--- config.mk ---
export PLATFORM = sky130hd
export DESIGN_NAME = seq_divider_flat
export DESIGN_NICKNAME = d
export VERILOG_FILES = /design/src/rtl/seq_divider_if.sv /design/src/rtl/seq_divider.sv /design/src/flat_wrapper.sv
export SDC_FILE = /design/constraint.sdc
export NUM_CORES = 1
export LEC_CHECK = 0
export ABC_CLOCK_PERIOD_IN_PS = 2200
export BUFFER_PORTS_ARGS = -buffer_cell sky130_fd_sc_hd__buf_2
export CAP_MARGIN = 25
export CORE_UTILIZATION = 25
export DETAILED_ROUTE_END_ITERATION = 8
export PLACE_DENSITY = 0.41
export SYNTH_ARGS = -nofsm -noshare
export SYNTH_HDL_FRONTEND = slang
export SYNTH_SLANG_ARGS = --single-unit
export TNS_END_PERCENT = 10
--- constraint.sdc ---
create_clock -name clk -period 2.2 [get_ports clk]
set_clock_uncertainty 0.2 [all_clocks]
set_input_delay 0.11 -clock clk [delete_from_list [all_inputs] [get_ports clk]]
set_output_delay 0.11 -clock clk [all_outputs]
set_load 0.01 [all_outputs]
--- src/rtl/seq_divider_if.sv ---
// Handshake and operand/result bundle for the iterative divider.
// The master issues operations; the slave (the divider) returns results.
interface seq_divider_if #(
    parameter int WIDTH = 4
);
    logic             start;
    logic [WIDTH-1:0] dividend;
    logic [WIDTH-1:0] divisor;
    logic             busy;
    logic             done;
    logic [WIDTH-1:0] quotient;
    logic [WIDTH-1:0] remainder;
    logic             div_by_zero;

    modport master (
        output start, dividend, divisor,
        input  busy, done, quotient, remainder, div_by_zero
    );

    modport slave (
        input  start, dividend, divisor,
        output busy, done, quotient, remainder, div_by_zero
    );
endinterface

--- src/rtl/seq_divider.sv ---
// Iterative restoring divider, one quotient bit per clock, start/busy/done handshake.
// Define SEQ_DIVIDER_SIGNED_EN for two's-complement operands (truncating division).
module seq_divider #(
    parameter int WIDTH = 4
) (
    input  logic          clk,
    input  logic          rst,
    seq_divider_if.slave  bus
);
    localparam int CW = $clog2(WIDTH + 1);

    typedef enum logic [1:0] {
        IDLE,
        RUN,
        DONE
    } state_t;

    state_t state;
    state_t state_next;

    logic [WIDTH-1:0] rem_q;
    logic [WIDTH-1:0] dvd_q;
    logic [WIDTH-1:0] dsr_q;
    logic [CW-1:0]    count_q;
    logic [WIDTH-1:0] quotient_q;
    logic [WIDTH-1:0] remainder_q;
    logic             dbz_q;

    logic             accept;
    logic             last_step;
    logic [WIDTH:0]   shifted;
    logic [WIDTH:0]   trial;
    logic             qbit;
    logic [WIDTH-1:0] rem_step;
    logic [WIDTH-1:0] quo_step;
    logic [WIDTH-1:0] dvd_in;
    logic [WIDTH-1:0] dsr_in;
    logic [WIDTH-1:0] quo_final;
    logic [WIDTH-1:0] rem_final;

    // A new request is taken whenever no division is running, including the DONE cycle.
    assign accept    = bus.start && (state != RUN);
    assign last_step = (count_q == CW'(1));

`ifdef SEQ_DIVIDER_SIGNED_EN
    logic q_neg_q;
    logic r_neg_q;

    // The RUN loop only ever sees magnitudes; signs are reapplied on the final edge.
    assign dvd_in    = bus.dividend[WIDTH-1] ? -bus.dividend : bus.dividend;
    assign dsr_in    = bus.divisor[WIDTH-1]  ? -bus.divisor  : bus.divisor;
    assign quo_final = q_neg_q ? -quo_step : quo_step;
    assign rem_final = r_neg_q ? -rem_step : rem_step;

    always_ff @(posedge clk) begin
        if (rst) begin
            q_neg_q <= 1'b0;
            r_neg_q <= 1'b0;
        end else if (accept) begin
            q_neg_q <= bus.dividend[WIDTH-1] ^ bus.divisor[WIDTH-1];
            r_neg_q <= bus.dividend[WIDTH-1];
        end
    end
`else
    assign dvd_in    = bus.dividend;
    assign dsr_in    = bus.divisor;
    assign quo_final = quo_step;
    assign rem_final = rem_step;
`endif

    always_ff @(posedge clk) begin
        if (rst) begin
            state <= IDLE;
        end else begin
            state <= state_next;
        end
    end

    always_comb begin
        state_next = state;
        bus.busy   = 1'b0;
        bus.done   = 1'b0;
        case (state)
            IDLE, DONE: begin
                bus.done = (state == DONE);
                if (bus.start) begin
                    state_next = (bus.divisor == '0) ? DONE : RUN;
                end else begin
                    state_next = IDLE;
                end
            end
            RUN: begin
                bus.busy = 1'b1;
                if (last_step) begin
                    state_next = DONE;
                end
            end
            default: state_next = IDLE;
        endcase
    end

    // Quotient bits shift into the low end of the dividend register as it empties.
    always_comb begin
        shifted  = {rem_q, dvd_q[WIDTH-1]};
        trial    = shifted - {1'b0, dsr_q};
        qbit     = ~trial[WIDTH];
        rem_step = qbit ? trial[WIDTH-1:0] : shifted[WIDTH-1:0];
        quo_step = {dvd_q[WIDTH-2:0], qbit};
    end

    always_ff @(posedge clk) begin
        if (rst) begin
            rem_q       <= '0;
            dvd_q       <= '0;
            dsr_q       <= '0;
            count_q     <= '0;
            quotient_q  <= '0;
            remainder_q <= '0;
            dbz_q       <= 1'b0;
        end else if (accept) begin
            if (bus.divisor == '0) begin
                quotient_q  <= '1;
                remainder_q <= bus.dividend;
                dbz_q       <= 1'b1;
            end else begin
                rem_q   <= '0;
                dvd_q   <= dvd_in;
                dsr_q   <= dsr_in;
                count_q <= CW'(WIDTH);
            end
        end else if (state == RUN) begin
            rem_q   <= rem_step;
            dvd_q   <= quo_step;
            count_q <= count_q - CW'(1);
            if (last_step) begin
                quotient_q  <= quo_final;
                remainder_q <= rem_final;
                dbz_q       <= 1'b0;
            end
        end
    end

    assign bus.quotient    = quotient_q;
    assign bus.remainder   = remainder_q;
    assign bus.div_by_zero = dbz_q;
endmodule

--- src/flat_wrapper.sv ---
// flat-port wrapper written by rule: the top's interface ports become plain ports
module seq_divider_flat 
#(
    parameter int WIDTH = 4
)
  (clk, rst, bus_start, bus_dividend, bus_divisor, bus_busy, bus_done, bus_quotient, bus_remainder, bus_div_by_zero);
  seq_divider_if #(.WIDTH(WIDTH)) bus_i ();
  input  logic clk;
  input  logic rst;
  input wire logic [$bits(bus_i.start)-1:0] bus_start;
  input wire logic [$bits(bus_i.dividend)-1:0] bus_dividend;
  input wire logic [$bits(bus_i.divisor)-1:0] bus_divisor;
  output wire logic [$bits(bus_i.busy)-1:0] bus_busy;
  output wire logic [$bits(bus_i.done)-1:0] bus_done;
  output wire logic [$bits(bus_i.quotient)-1:0] bus_quotient;
  output wire logic [$bits(bus_i.remainder)-1:0] bus_remainder;
  output wire logic [$bits(bus_i.div_by_zero)-1:0] bus_div_by_zero;
  assign bus_i.start = bus_start;
  assign bus_i.dividend = bus_dividend;
  assign bus_i.divisor = bus_divisor;
  assign bus_busy = bus_i.busy;
  assign bus_done = bus_i.done;
  assign bus_quotient = bus_i.quotient;
  assign bus_remainder = bus_i.remainder;
  assign bus_div_by_zero = bus_i.div_by_zero;
  seq_divider #(.WIDTH(WIDTH)) u_core (.clk(clk), .rst(rst), .bus(bus_i));
endmodule
Word level (Yosys, flattened, before mapping)
Index checks and enable logic that the tools add are counted.
{"block": "op_classes", "add_sub_neg": 2, "mul": 0, "div": 0, "n_lt_le_gt_ge": 0, "eq_ne": 7, "shifts": 0, "muxes": 28, "bitwise": 2, "n_reduce_logical": 9}
{"operator": "$mux W4", "n": 15}
{"operator": "$mux W3", "n": 3}
{"operator": "$mux W1", "n": 6}
{"operator": "$mux W2", "n": 3}
{"operator": "$sub A5 B4 Y5", "n": 1}
{"operator": "$logic_not A4 Y1", "n": 1}
{"operator": "$ne A2 B1 Y1 const B", "n": 2}
{"operator": "$ne A2 B2 Y1 const B", "n": 2}
{"operator": "$pmux W2 S2", "n": 1}
{"operator": "$reduce_and A2 Y1", "n": 2}
{"operator": "$reduce_bool A2 Y1", "n": 2}
{"operator": "$eq A3 B1 Y1 const B", "n": 1}
{"operator": "$reduce_and A3 Y1", "n": 1}
{"operator": "$sub A3 B1 Y3 const B", "n": 1}
{"operator": "$eq A2 B1 Y1 const B", "n": 1}
{"operator": "$eq A2 B2 Y1 const B", "n": 1}
{"operator": "$logic_not A2 Y1", "n": 1}
{"operator": "$not A1 Y1", "n": 2}
{"operator": "$reduce_or A2 Y1", "n": 1}
{"operator": "$logic_and A1 B1 Y1", "n": 1}
{"block": "word_totals", "ff_bits": 26, "latch_bits": 0, "ramBits": 0, "rom_bits": 0, "elab_cells": 56, "mem_count": 0}

Depth between registers and ports, before layout
{"block": "logic_depth", "word_depth": 5, "mapped_depth": 8}

Worst setup path before layout
OpenSTA, ideal clock, no wires.
{"block": "synth_timing", "kind": "reg-to-reg", "from": "register u_core.dvd_q[3]", "to": "register u_core.remainder_q[0] (netlist: u_core.bus.remainder[0])", "arrival_ns": 2.019, "required_time_ns": 1.926, "slack_ns": -0.093, "stages_incl_launch_ff": 9, "path_buffers": 0, "path_cell_list": "dfxtp_1 inv_1 ha_1 fa_1 nand2b_1 a21oi_1 xnor2_1 mux2_2 o21ai_0"}
{"block": "synth_via", "elab_chain_len": 5}
{"item": "start, declared", "line": "seq_divider.sv:22", "rtl": "logic [WIDTH-1:0] dvd_q;"}
{"item": "start signal, assigned", "line": "seq_divider.sv:127", "rtl": "dvd_q <= dvd_in;"}
{"item": "start signal, assigned", "line": "seq_divider.sv:133", "rtl": "dvd_q <= quo_step;"}
{"item": "$sub A5 B4 Y5", "line": "seq_divider.sv:105", "rtl": "trial = shifted - {1'b0, dsr_q};"}
{"item": "$mux W4 *", "line": "seq_divider.sv:107", "rtl": "rem_step = qbit ? trial[WIDTH-1:0] : shifted[WIDTH-1:0];"}
{"item": "$mux W4 *", "line": "seq_divider.sv:135", "rtl": "if (last_step) begin"}
{"item": "$mux W4 *", "line": "seq_divider.sv:131", "rtl": "end else if (state == RUN) begin"}
{"item": "$mux W4 *", "line": "seq_divider.sv:120", "rtl": "end else if (accept) begin"}
{"item": "end signal, assigned", "line": "seq_divider.sv:123", "rtl": "remainder_q <= bus.dividend;"}
{"item": "end signal, assigned", "line": "seq_divider.sv:137", "rtl": "remainder_q <= rem_final;"}
{"item": "end, declared", "line": "seq_divider.sv:26", "rtl": "logic [WIDTH-1:0] remainder_q;"}
Every way passes the cells marked *; elsewhere a longest branch is shown, timed or not. The select of a mux whose other input is x is not followed.
A chain may end at the register's enable or synchronous reset.

Worst setup path in the final report
Same ends and word-level chain as after synthesis.

==> results_dict.tcl <==
set metrics [dict create \
    antenna_left 0 \
    drv_cap 0 \
    setup_slack_ps 33.6 \
    synth_cells 145 \
    cts_max_level 1 \
    clkLatencyLatePin_ps 260 \
    io-pin-count 22 \
    die_height_um 74.9 \
    status "completed" \
    cts.clk_slew.worst_paths_ps 90 \
    cts_tree "built" \
    die_area_um2 5610 \
    dp_hpwl_um 2500 \
    fmax_mhz 462 \
    pre_cts_slack_ps -103 \
    die_width_um 74.9 \
    setup_viol 0 \
    seq_power_share_pct 48.1 \
    drv_slew 0 \
    slowest_delay_ps 350 \
    initial_core_util_pct 26.0 \
    combPwrFrac_pct 27.4 \
    worst_pin_slew_ps 458 \
    p_int_w 0.000769 \
    path_cells "inv_1 -> ha_2 -> fa_2 -> nand2b_4 -> a21oi_4 -> xnor2_4 -> mux2_4 -> o21ai_1" \
    dr.pass1.iters 4 \
    totalWireLength_um 3330 \
    first_iter_violations 33 \
    ys_async_sr_fraction_pct 0 \
    grt_pass1_wl_um 5550 \
    timing.slew.headroom_pct 69.4 \
    final_nets 198 \
    netlist_top_cells_area "dfxtp_1 39%, ha_1 5.6%, nor2_1 4.2%, nand2_1 3.4%, o221a_2 3.4%" \
    cpMaxStageDelayCell "fa_2" \
    leakage_nw 0.678 \
    fin_cells 248 \
    min_period_ps 2170 \
    worstSetupPathType "register to register" \
    synth_top_area_share_pct 39.2 \
    yosysUniqueCellTypes 40 \
    synth_seq_cells 26 \
    placed_cells 237 \
    min_path_type "input pin to register" \
    drc 0 \
    min_period_over_period_pct 98.5 \
    portBuffers 21 \
    ys_seq_area_share_pct 39.2 \
    place.gp.congestion 0.730 \
    antenna_cells 0 \
    synth.top_cells.by_count "26 x dfxtp_1, 15 x nor2_1, 12 x nand2_1" \
    yosysWarnings 0 \
    clockPowerShare_pct 24.5 \
    synth_ff_type "dfxtp_1" \
    rsz0062_at_grt "true" \
    crit_fanout 5 \
    core_area_um2 5110 \
    peakVddDrop_mv 0.228 \
    num_rows 26 \
    arrival_ps 2170 \
    vias_per_cell 4.68 \
    grt_pass1_vias 1184 \
    cts.path.max_buffers 2 \
    syn_area_per_cell_um2 9.16 \
    drt-wirelength-per-cell_um 13.4 \
    antenna_found_initial 0 \
    syn-num-nets 163 \
    yosysMostFrequentCell "dfxtp_1" \
    required_ps 2200 \
    crit_path_end_kind "register" \
    area_delta_synth_final_pct 28.7 \
    cts_made_buffers 3 \
    grt.total_usage_pct 13.1 \
    crit_family "adder cells" \
    synth_area_leader_cell "dfxtp_1" \
    grt-ovfl-total 0 \
    num_vias 1160 \
    path_buf_inv 1 \
    netlist_area_um2 1330 \
    p_sw_w 0.000318 \
    final-hold-violation-count 0 \
    swShare_pct 29.3 \
    grt_max_degree 23 \
    start_kind "register" \
    drive_above_1_share_pct 29.2 \
    power_density_nw_per_um2 636 \
    clockRootBuffer "clkbuf_8" \
    cts.sinks 26 \
    synth-edff-count 0 \
]
[kinds of logic after synthesis]
logic type | after synthesis | synth area share (%)
AO/OA/AOI/OAI | 39 | 23.0
XOR/XNOR | 4 | 2.64
adder cells (fa/ha/maj) | 7 | 7.16
buffers and inverters | 18 | 6.87
flip-flops | 26 | 39.2
multiplexers | 3 | 2.45
AND/OR/NAND/NOR | 48 | 18.7
[per-layer routing]
layer	share of wire (%)	GRT usage (%)	vias up	wire length (um)
met5	0	0	-	0
met2	47	22.5	18	1550
met4	0.66	4.40	0	22
met3	3.8	2.14	2	125
met1	49	16.6	543	1630
li1	-	-	597	-
[tightest hold or removal path: stages]
cell and delay (ps):
buf_2 170, nand3b_1 100, a21oi_1 60
[area by class of cell]
type	count	area (um^2)
Fill cell	545	3400
Clock buffer	3	41.3
Timing Repair Buffer	36	241
Sequential cell	26	522
Inverter	12	45.0
Tap cell	70	87.6
Multi-Input combinational cell	101	773
[placed cells by master, fill, tap and decap left out, types with 2 or more instances in the layout]
master | netlist | final
mux2_4 | 0 | 2
clkbuf_8 | 1 | 3
a311oi_1 | 4 | 4
nor2_1 | 15 | 15
buf_2 | 0 | 21
nor2b_1 | 2 | 2
a21oi_1 | 8 | 7
a31oi_1 | 4 | 4
ha_1 | 6 | 5
dfxtp_1 | 26 | 25
dlygate4sd3_1 | 0 | 8
buf_4 | 0 | 6
nand3_1 | 3 | 3
o221a_2 | 4 | 4
a22oi_1 | 4 | 4
xnor2_1 | 3 | 2
o32ai_1 | 4 | 4
o21ai_0 | 5 | 4
nand2_1 | 12 | 12
nand2b_1 | 4 | 3
nand2_4 | 2 | 2
nor3_1 | 4 | 4
inv_1 | 11 | 11
[sequential cells by signal, summed over array words and instances, names as in the netlist]
signal                  count
u_core.rem_q                4
u_core.bus.remainder        4
u_core.bus.quotient         4
u_core.count_q              3
u_core.dsr_q                4
u_core.dvd_q                4
u_core.bus.div_by_zero      1
u_core.state                2
[repair_timing]
item                                   in CTS  in global routing
gates resized for setup                     6                  4
hold buffers                                8                  0
buffers inserted                            0                  0
endpoints found under the hold margin       8                  0
setup endpoints to repair                   9                  8
pin swaps                                   2                  1
cloned                                      0                  0
[power groups by stage]
stage	sequential, W	clock [W]	combinational, W
6_report	0.000523	0.000267	0.000298
5_1_grt	0.000527	0.000299	0.000330
4_1_cts	0.000523	0.000283	0.000282
3_5_place_dp	0.000534	0	0.000256
3_3_place_gp	0.000533	0	0.000258
2_1_floorplan	0.000530	0	0.000186
[path summary, 6_finish.rpt]
path | depth (start not counted) | to | startpoint | slack [ps]
setup / recovery | 8 | u_core.bus.remainder[0]$_SDFFE_PP0P_ | u_core.dvd_q[3]$_SDFFE_PP0P_ | 30
hold / removal | 3 | u_core.state[1]$_SDFFE_PP0P_ | bus_start | 20
setup reg to reg | 8 | u_core.bus.remainder[0]$_SDFFE_PP0P_ | u_core.dvd_q[3]$_SDFFE_PP0P_ | 30
hold reg to reg | 2 | u_core.dvd_q[1]$_SDFFE_PP0P_ | u_core.dvd_q[0]$_SDFFE_PP0P_ | 300
[metrics by stage]
step	cell area, um^2	utilization, %	power [W]	setup TNS, ps	hold WS, ps
final	1710	33.5	0.00109	0	18.6
after global routing	1710	33.5	0.00116	-237	20.8
after CTS	1690	33.1	0.00109	0	12.0
after detailed placement	1540	30.2	0.000789	-699	200
after floorplan	1340	-	0.000716	-17.2	69.0
after global placement	1540	30.2	0.000790	-70.1	193
No activity file was read; power rests on OpenSTA's default activity.
